[src/rtl/byte_receiver.sv]
// Serial-to-parallel word receiver.
// Shifts in one bit per enabled clock, MSB first. When a complete word has
// been captured it is published on out with a one-cycle done pulse. If
// enable drops while a partial word is pending, that partial word is thrown
// away and aborted pulses for one cycle.
module byte_receiver #(
  parameter int unsigned WIDTH = 32,
  localparam int unsigned CW = $clog2(WIDTH) + 1
) (
  input  logic             clk,
  input  logic             reset,
  input  logic             enable,
  input  logic             in,
  output logic [WIDTH-1:0] out,
  output logic             done,
  output logic             aborted,
  output logic [CW-1:0]    bit_count
);

  localparam logic [0:0] IDLE  = 1'b0;
  localparam logic [0:0] SHIFT = 1'b1;

  // Count value on the edge that captures the final bit of a word
  localparam logic [CW-1:0] LAST_BIT = CW'(WIDTH - 1);

  logic [0:0]       state;
  logic [0:0]       state_n;
  logic [WIDTH-1:0] shift_reg;
  logic [WIDTH-1:0] shift_n;
  logic [WIDTH-1:0] out_n;
  logic [CW-1:0]    count_n;
  logic             done_n;
  logic             aborted_n;
  logic [WIDTH-1:0] shifted;

  // Shift register contents after taking the current serial bit
  assign shifted = {shift_reg[WIDTH-2:0], in};

  // Next-state and next-output logic
  always_comb begin
    state_n   = state;
    shift_n   = shift_reg;
    out_n     = out;
    count_n   = bit_count;
    done_n    = 1'b0;
    aborted_n = 1'b0;

    if (enable) begin
      state_n = SHIFT;
      shift_n = shifted;
      if (bit_count == LAST_BIT) begin
        // Final bit: publish the word and start the next one immediately
        out_n   = shifted;
        done_n  = 1'b1;
        count_n = '0;
      end else begin
        count_n = bit_count + CW'(1);
      end
    end else begin
      state_n = IDLE;
      count_n = '0;
      // Only a word actually in progress counts as aborted
      if ((state == SHIFT) && (bit_count != '0)) begin
        aborted_n = 1'b1;
      end
    end
  end

  // State and output registers
  always_ff @(posedge clk or posedge reset) begin
    if (reset) begin
      state     <= IDLE;
      shift_reg <= '0;
      out       <= '0;
      bit_count <= '0;
      done      <= 1'b0;
      aborted   <= 1'b0;
    end else begin
      state     <= state_n;
      shift_reg <= shift_n;
      out       <= out_n;
      bit_count <= count_n;
      done      <= done_n;
      aborted   <= aborted_n;
    end
  end

endmodule

[config.mk]
export PLATFORM = sky130hd
export DESIGN_NAME = byte_receiver
export DESIGN_NICKNAME = d
export VERILOG_FILES = /design/src/rtl/byte_receiver.sv
export SDC_FILE = /design/constraint.sdc
export NUM_CORES = 1
export LEC_CHECK = 0
export CORE_MARGIN = 8
export CORE_UTILIZATION = 45
export CTS_CLUSTER_SIZE = 16
export DETAILED_ROUTE_END_ITERATION = 8
export GPL_TIMING_DRIVEN = 0
export PLACE_DENSITY = 0.67
export SETUP_SLACK_MARGIN = 0.5
export SYNTH_ARGS = -nofsm -noshare
export SYNTH_HDL_FRONTEND = slang
export SYNTH_SLANG_ARGS = --single-unit
[constraint.sdc]
create_clock -name clk -period 3.3 [get_ports clk]
set_input_delay 0.99 -clock clk [delete_from_list [all_inputs] [get_ports clk]]
set_output_delay 0.99 -clock clk [all_outputs]
set_load 0.05 [all_outputs]
==> flow_summary.json, run 1 <==
{
  "insertion_delay_ns": 0.33,
  "worstMarginPinSlew_ns": 0.610,
  "place_ws_ns": 0.414,
  "vias": 1493,
  "cts_buffer_depth": 2,
  "netlist_instances": 168,
  "worst_ir_drop_vdd_mv": 0.260,
  "synth_area_leaders": "dfrtp_1 66%, mux2_2 24%, mux2_1 1.6%, buf_6 1.2%, ha_1 0.92%",
  "final_cell_area_um2": 3440,
  "yosysSeqAreaShare": 0.660,
  "layout_commonest_cell": "dfrtp_1",
  "switchingPower_uw": 498,
  "internal_power_mw": 1.46,
  "first_pass_iters": 4,
  "cp.required_ns": 2.31,
  "post_cts_resized": 0,
  "ys_types": 21,
  "min_from": "state$_DFF_PP0_",
  "synth_nets": 174,
  "synth_xor_area_frac": 0.00962,
  "drv_cap": 0,
  "drc": 0,
  "crit_slowest_cell": "clkdlybuf4s50_1",
  "max_clock_freq_ghz": 0.384,
  "total_power_mw": 1.96,
  "ys_seq_elements": 72,
  "worstPathArrival_ns": 1.61,
  "combPwrFrac": 0.116,
  "antenna_found_initial": 0,
  "worstSetupPathType": "reg2out",
  "die-area_um2": 8820,
  "whs_ns": 0.484,
  "area_growth_pct": 25.9,
  "yosys.area_share.simple": 0.0311,
  "setup.worst_path.start_class": "flop",
  "rr_endpoint": "out[9]$_DFFE_PP0P_",
  "ctsHoldBuffers": 0,
  "synth_top_family_by_area": "multiplexers",
  "clock_sinks": 72,
  "finalNonFillerCells": 301,
  "min_period_ns": 2.60,
  "dieWidth_um": 93.9,
  "fin_ws_ns": 0.699,
  "rsz0062_at_grt": "no",
  "tns_ns": 0,
  "worstPathMaxFanout": 5,
  "slowest_delay_ns": 0.84,
  "layout_common_cells": "72 x dfrtp_1, 59 x mux2_2, 43 x clkdlybuf4s50_1",
  "drv_slew": 0,
  "finalClockSkew_ns": 0.00644,
  "start_util": 0.464,
  "synth_adder_area_share": 0.00916,
  "r2r_start": "bit_count[0]$_DFF_PP0_",
  "core_um2": 5890,
  "setup_violations": 0,
  "dp.cells": 287,
  "path_buf_inv": 1,
  "final-hold-violation-count": 0,
  "crit_path_end_kind": "primary output",
  "place_congestion": 0.701,
  "worstRegToRegCells": 5,
  "powerDensity_nw_per_um2": 570,
  "synth_largest_area_cell": "dfrtp_1",
  "syn_area_per_cell_um2": 16.3,
  "grt.total_usage": 0.120,
  "grt_pass1_wl_um": 8120,
  "grt_pass1_vias": 1671,
  "final_util": 0.584,
  "p_leak_nw": 1.61,
  "cts_setup_buffers": 0,
  "ant_nets": 0,
  "holdPathEnd": "aborted$_DFF_PP0_",
  "overflow": 0,
  "pin_count": 44,
  "dr.first_iter.drc_count": 29,
  "route.detailed.wl_per_inst_um": 15.8,
  "seq_power_share": 0.590,
  "root_buffer": "clkbuf_8",
  "rows": 28,
  "avgViaCountPerCell": 4.96,
  "placed_area_um2": 3280,
  "io_buffer_count": 43,
  "status": "finished, final reports clean",
  "cpLargestDelayFamily": "buffers and inverters",
  "min_path_cells": 1,
  "nets": 229,
  "regToRegSetupSlack_ns": 1.44,
  "die_h_um": 93.9,
  "timing.final.crit_share": 0.788,
  "cts_buffers": 9,
  "routed_wl_um": 4750,
  "synth_top_area_frac": 0.660,
  "clock_power_share": 0.294,
  "antenna_cells": 0,
  "cts_tree": "built",
  "path_cells": "clkdlybuf4s50_1",
  "syn_area_um2": 2730,
  "grt_max_degree": 46,
  "drive_gt1_frac": 0.372,
  "path_clk_slew_ns": 0.07,
  "h-tree-depth": 3,
  "synth-compound-area-share": 0.00550,
  "synthMuxAreaShare": 0.260,
  "maxSlewHeadroom": 0.593,
  "largest_reg_flops": 32,
  "hold_path_class": "reg2reg",
  "yosys_warnings": 0,
  "fillCellCount": 462,
  "hpwl_um": 3410,
  "sw_frac_of_total": 0.254
}
[worst register-to-register path: stages (launching register included)]
cell	delay [ns]
dfrtp_1	0.43
ha_1	0.24
nand3_2	0.14
nor3_4	0.37
buf_6	0.22
mux2_2	0.35
[per-layer routing]
layer	wire length [um]	GRT usage	vias to the layer above
li1	-	-	690
met1	2030	0.133	761
met2	2380	0.200	33
met3	262	0.0352	9
met4	82	0.0674	0
met5	0	0	-
[worst max-delay path by stage]
| stage | from | end | cells after the start |
|---|---|---|---|
| detailed placement | enable | out[17]$_DFFE_PP0P_ | 6 |
| global route | bit_count[2]$_DFF_PP0_ | bit_count[2] | 1 |
| finish | bit_count[3]$_DFF_PP0_ | bit_count[3] | 1 |
| CTS | bit_count[3]$_DFF_PP0_ | bit_count[3] | 1 |
| global placement | enable | out[9]$_DFFE_PP0P_ | 6 |
| floorplan | enable | out[10]$_DFFE_PP0P_ | 5 |
[synthesized netlist by cell type, drive strengths merged]
| master | n |
|---|---|
| o21ai | 2 |
| xor2 | 2 |
| nor4 | 1 |
| dfrtp | 72 |
| ha | 2 |
| and3 | 1 |
| xnor2 | 1 |
| nand2 | 2 |
| buf | 7 |
| nor2 | 4 |
| or3 | 1 |
| a21oi | 1 |
| nand2b | 1 |
| nand3 | 2 |
| and2 | 1 |
| mux2 | 63 |
| nor3 | 1 |
| inv | 4 |
[cell type report]
cell class / count / area (um^2) / share of cell area
clock inverters: 4 / 22.5 / 0.00655
multi-input cells: 85 / 861 / 0.250
repair buffers: 44 / 450 / 0.131
plain buffers: 7 / 53.8 / 0.0156
well taps: 75 / 93.8 / 0.0273
flip-flops and latches: 72 / 1800 / 0.524
inverters: 4 / 18.8 / 0.00546
clock buffers: 10 / 138 / 0.0400
[cells by family (layout without fill, tap and decap cells)]
| family | count (synthesis) | in the layout |
|---|---|---|
| XOR/XNOR | 3 | 3 |
| AO/OA/AOI/OAI | 3 | 3 |
| adder cells (fa/ha/maj) | 2 | 2 |
| flip-flops | 72 | 72 |
| AND/OR/NAND/NOR | 14 | 14 |
| multiplexers | 63 | 63 |
| buffers and inverters | 11 | 69 |
[power groups by stage]
stage,Clock [mW],Sequential (mW),Combinational (mW)
floorplan,0,1.14,0.174
global placement,0,1.16,0.215
detailed placement,0,1.17,0.232
CTS,0.589,1.16,0.234
global route,0.633,1.18,0.252
finish,0.575,1.16,0.228
Note: power is estimated with default switching activity, not from simulation.
==> run 2: changes to the inputs <==
Clock period 3.3 ns to 2.7 ns, I/O delays scaled along.
==> run 2 against run 1 <==
Effect of this change: total power is 22% higher; clock power is 23% higher; final area is 0.73% higher; worst hold slack worse by 0.0026 ns; critical path type unchanged; critical endpoint unchanged; largest cell class unchanged; largest power group unchanged; highest routed layer unchanged.
==> flow_summary.json, run 2 (same netlist as run 1, synthesis figures left out) <==
{
  "nets": 236,
  "cts_tree": "built",
  "total_power_mw": 2.40,
  "worstPathMaxFanout": 5,
  "cts_buffers": 9,
  "worstMarginPinSlew_ns": 0.610,
  "p_leak_nw": 1.83,
  "slowest_delay_ns": 0.56,
  "antenna_found_initial": 0,
  "grt_pass1_wl_um": 8320,
  "worstSetupPathType": "reg2out",
  "rsz0062_at_grt": "no",
  "core_um2": 5890,
  "route.detailed.wl_per_inst_um": 16.0,
  "grt.total_usage": 0.123,
  "timing.final.crit_share": 0.792,
  "path_cells": "dlygate4sd2_1",
  "pin_count": 44,
  "placed_area_um2": 3280,
  "vias": 1534,
  "dieWidth_um": 93.9,
  "regArea_um2": 1800,
  "antenna_cells": 0,
  "drv_slew": 0,
  "first_pass_iters": 4,
  "io_buffer_count": 43,
  "avgViaCountPerCell": 4.98,
  "final_cell_area_um2": 3460,
  "grt_pass1_vias": 1689,
  "largest_reg_flops": 32,
  "dr.first_iter.drc_count": 28,
  "die-area_um2": 8820,
  "drc": 0,
  "powerDensity_nw_per_um2": 692,
  "rows": 28,
  "final-hold-violation-count": 0,
  "drive_gt1_frac": 0.395,
  "cp.required_ns": 1.89,
  "hold_path_class": "reg2reg",
  "status": "finished, final reports clean",
  "grt_max_degree": 46,
  "die_h_um": 93.9,
  "area_growth_pct": 26.8,
  "routed_wl_um": 4930,
  "crit_path_end_kind": "primary output",
  "crit_slowest_cell": "dlygate4sd2_1",
  "ant_nets": 0,
  "drv_cap": 0,
  "worstPathArrival_ns": 1.33,
  "layout_common_cells": "72 x dfrtp_1, 59 x mux2_2, 40 x dlygate4sd2_1",
  "layout_commonest_cell": "dfrtp_1",
  "multiInputGateArea_um2": 861,
  "cpLargestDelayFamily": "buffers and inverters",
  "max_clock_freq_ghz": 0.468,
  "clock_sinks": 72,
  "place_congestion": 0.701,
  "path_clk_slew_ns": 0.07,
  "worst_ir_drop_vdd_mv": 0.319,
  "overflow": 0,
  "hpwl_um": 3410,
  "maxSlewHeadroom": 0.592,
  "fillCellCount": 472,
  "start_util": 0.464,
  "insertion_delay_ns": 0.33,
  "min_period_ns": 2.14,
  "setup_violations": 0,
  "regToRegSetupSlack_ns": 0.91,
  "path_buf_inv": 1,
  "root_buffer": "clkbuf_8",
  "setup.worst_path.start_class": "flop",
  "h-tree-depth": 3,
  "cts_buffer_depth": 2,
  "finalClockSkew_ns": 0.00683
}
-- run 2: changes by cell type in the layout (fill, tap and decap cells not counted), sizes merged --
cell           before  now
buf                 8   15
clkdlybuf4s50      43    3
clkinvlp            2    3
dlygate4sd2         0   40
inv                 3    2
-- run 2: area by class of cell --
type,instances,share of cell area
clock buffers,10,0.0397
plain buffers,7,0.0173
well taps,75,0.0271
multi-input cells,85,0.248
flip-flops and latches,72,0.520
inverters,4,0.00650
clock inverters,4,0.00650
repair buffers,51,0.134
-- run 2: where the power goes --
group	internal, mW	switching [mW]	total (mW)
combinational	0.172	0.109	0.282
clock	0.343	0.362	0.705
sequential	1.27	0.140	1.41
total	1.79	0.611	2.40
-- run 2: timing repair --
item                       CTS  global route
hold buffers                 0             0
cloned                       1             0
pin swaps                    1             1
setup endpoints to repair   69            32
resized for setup           42             2
buffers inserted             2             4
-- run 2: stage by stage --
stage	std cells	utilization	hold slack, ns	setup slack [ns]	TNS, ns
2_1_floorplan	168	-	0.459	0.669	0
3_3_place_gp	286	0.554	0.467	0.00279	0
3_5_place_dp	287	0.557	0.474	-0.00639	-0.0181
4_1_cts	304	0.582	0.485	0.509	0
5_1_grt	308	0.589	0.505	0.518	0
6_report	308	0.589	0.482	0.561	0
-- run 2: final timing paths --
path / from / end / cells past startpoint
min in group asynchronous: reset / shift_reg[0]$_DFFE_PP0P_ / 2
worst max-delay path: bit_count[3]$_DFF_PP0_ / bit_count[3] / 1
worst min-delay path: out[14]$_DFFE_PP0P_ / out[14]$_DFFE_PP0P_ / 1
worst min register to register: out[14]$_DFFE_PP0P_ / out[14]$_DFFE_PP0P_ / 1
worst max register to register: bit_count[0]$_DFF_PP0_ / out[3]$_DFFE_PP0P_ / 6
max in group asynchronous: reset / out[26]$_DFFE_PP0P_ / 3
-- run 2: per-layer routing --
layer | track usage | up-vias | routed length (um)
met5 | 0 | - | 0
met3 | 0.0352 | 9 | 294
met4 | 0.0674 | 0 | 85
li1 | - | 708 | -
met2 | 0.205 | 35 | 2480
met1 | 0.139 | 782 | 2070
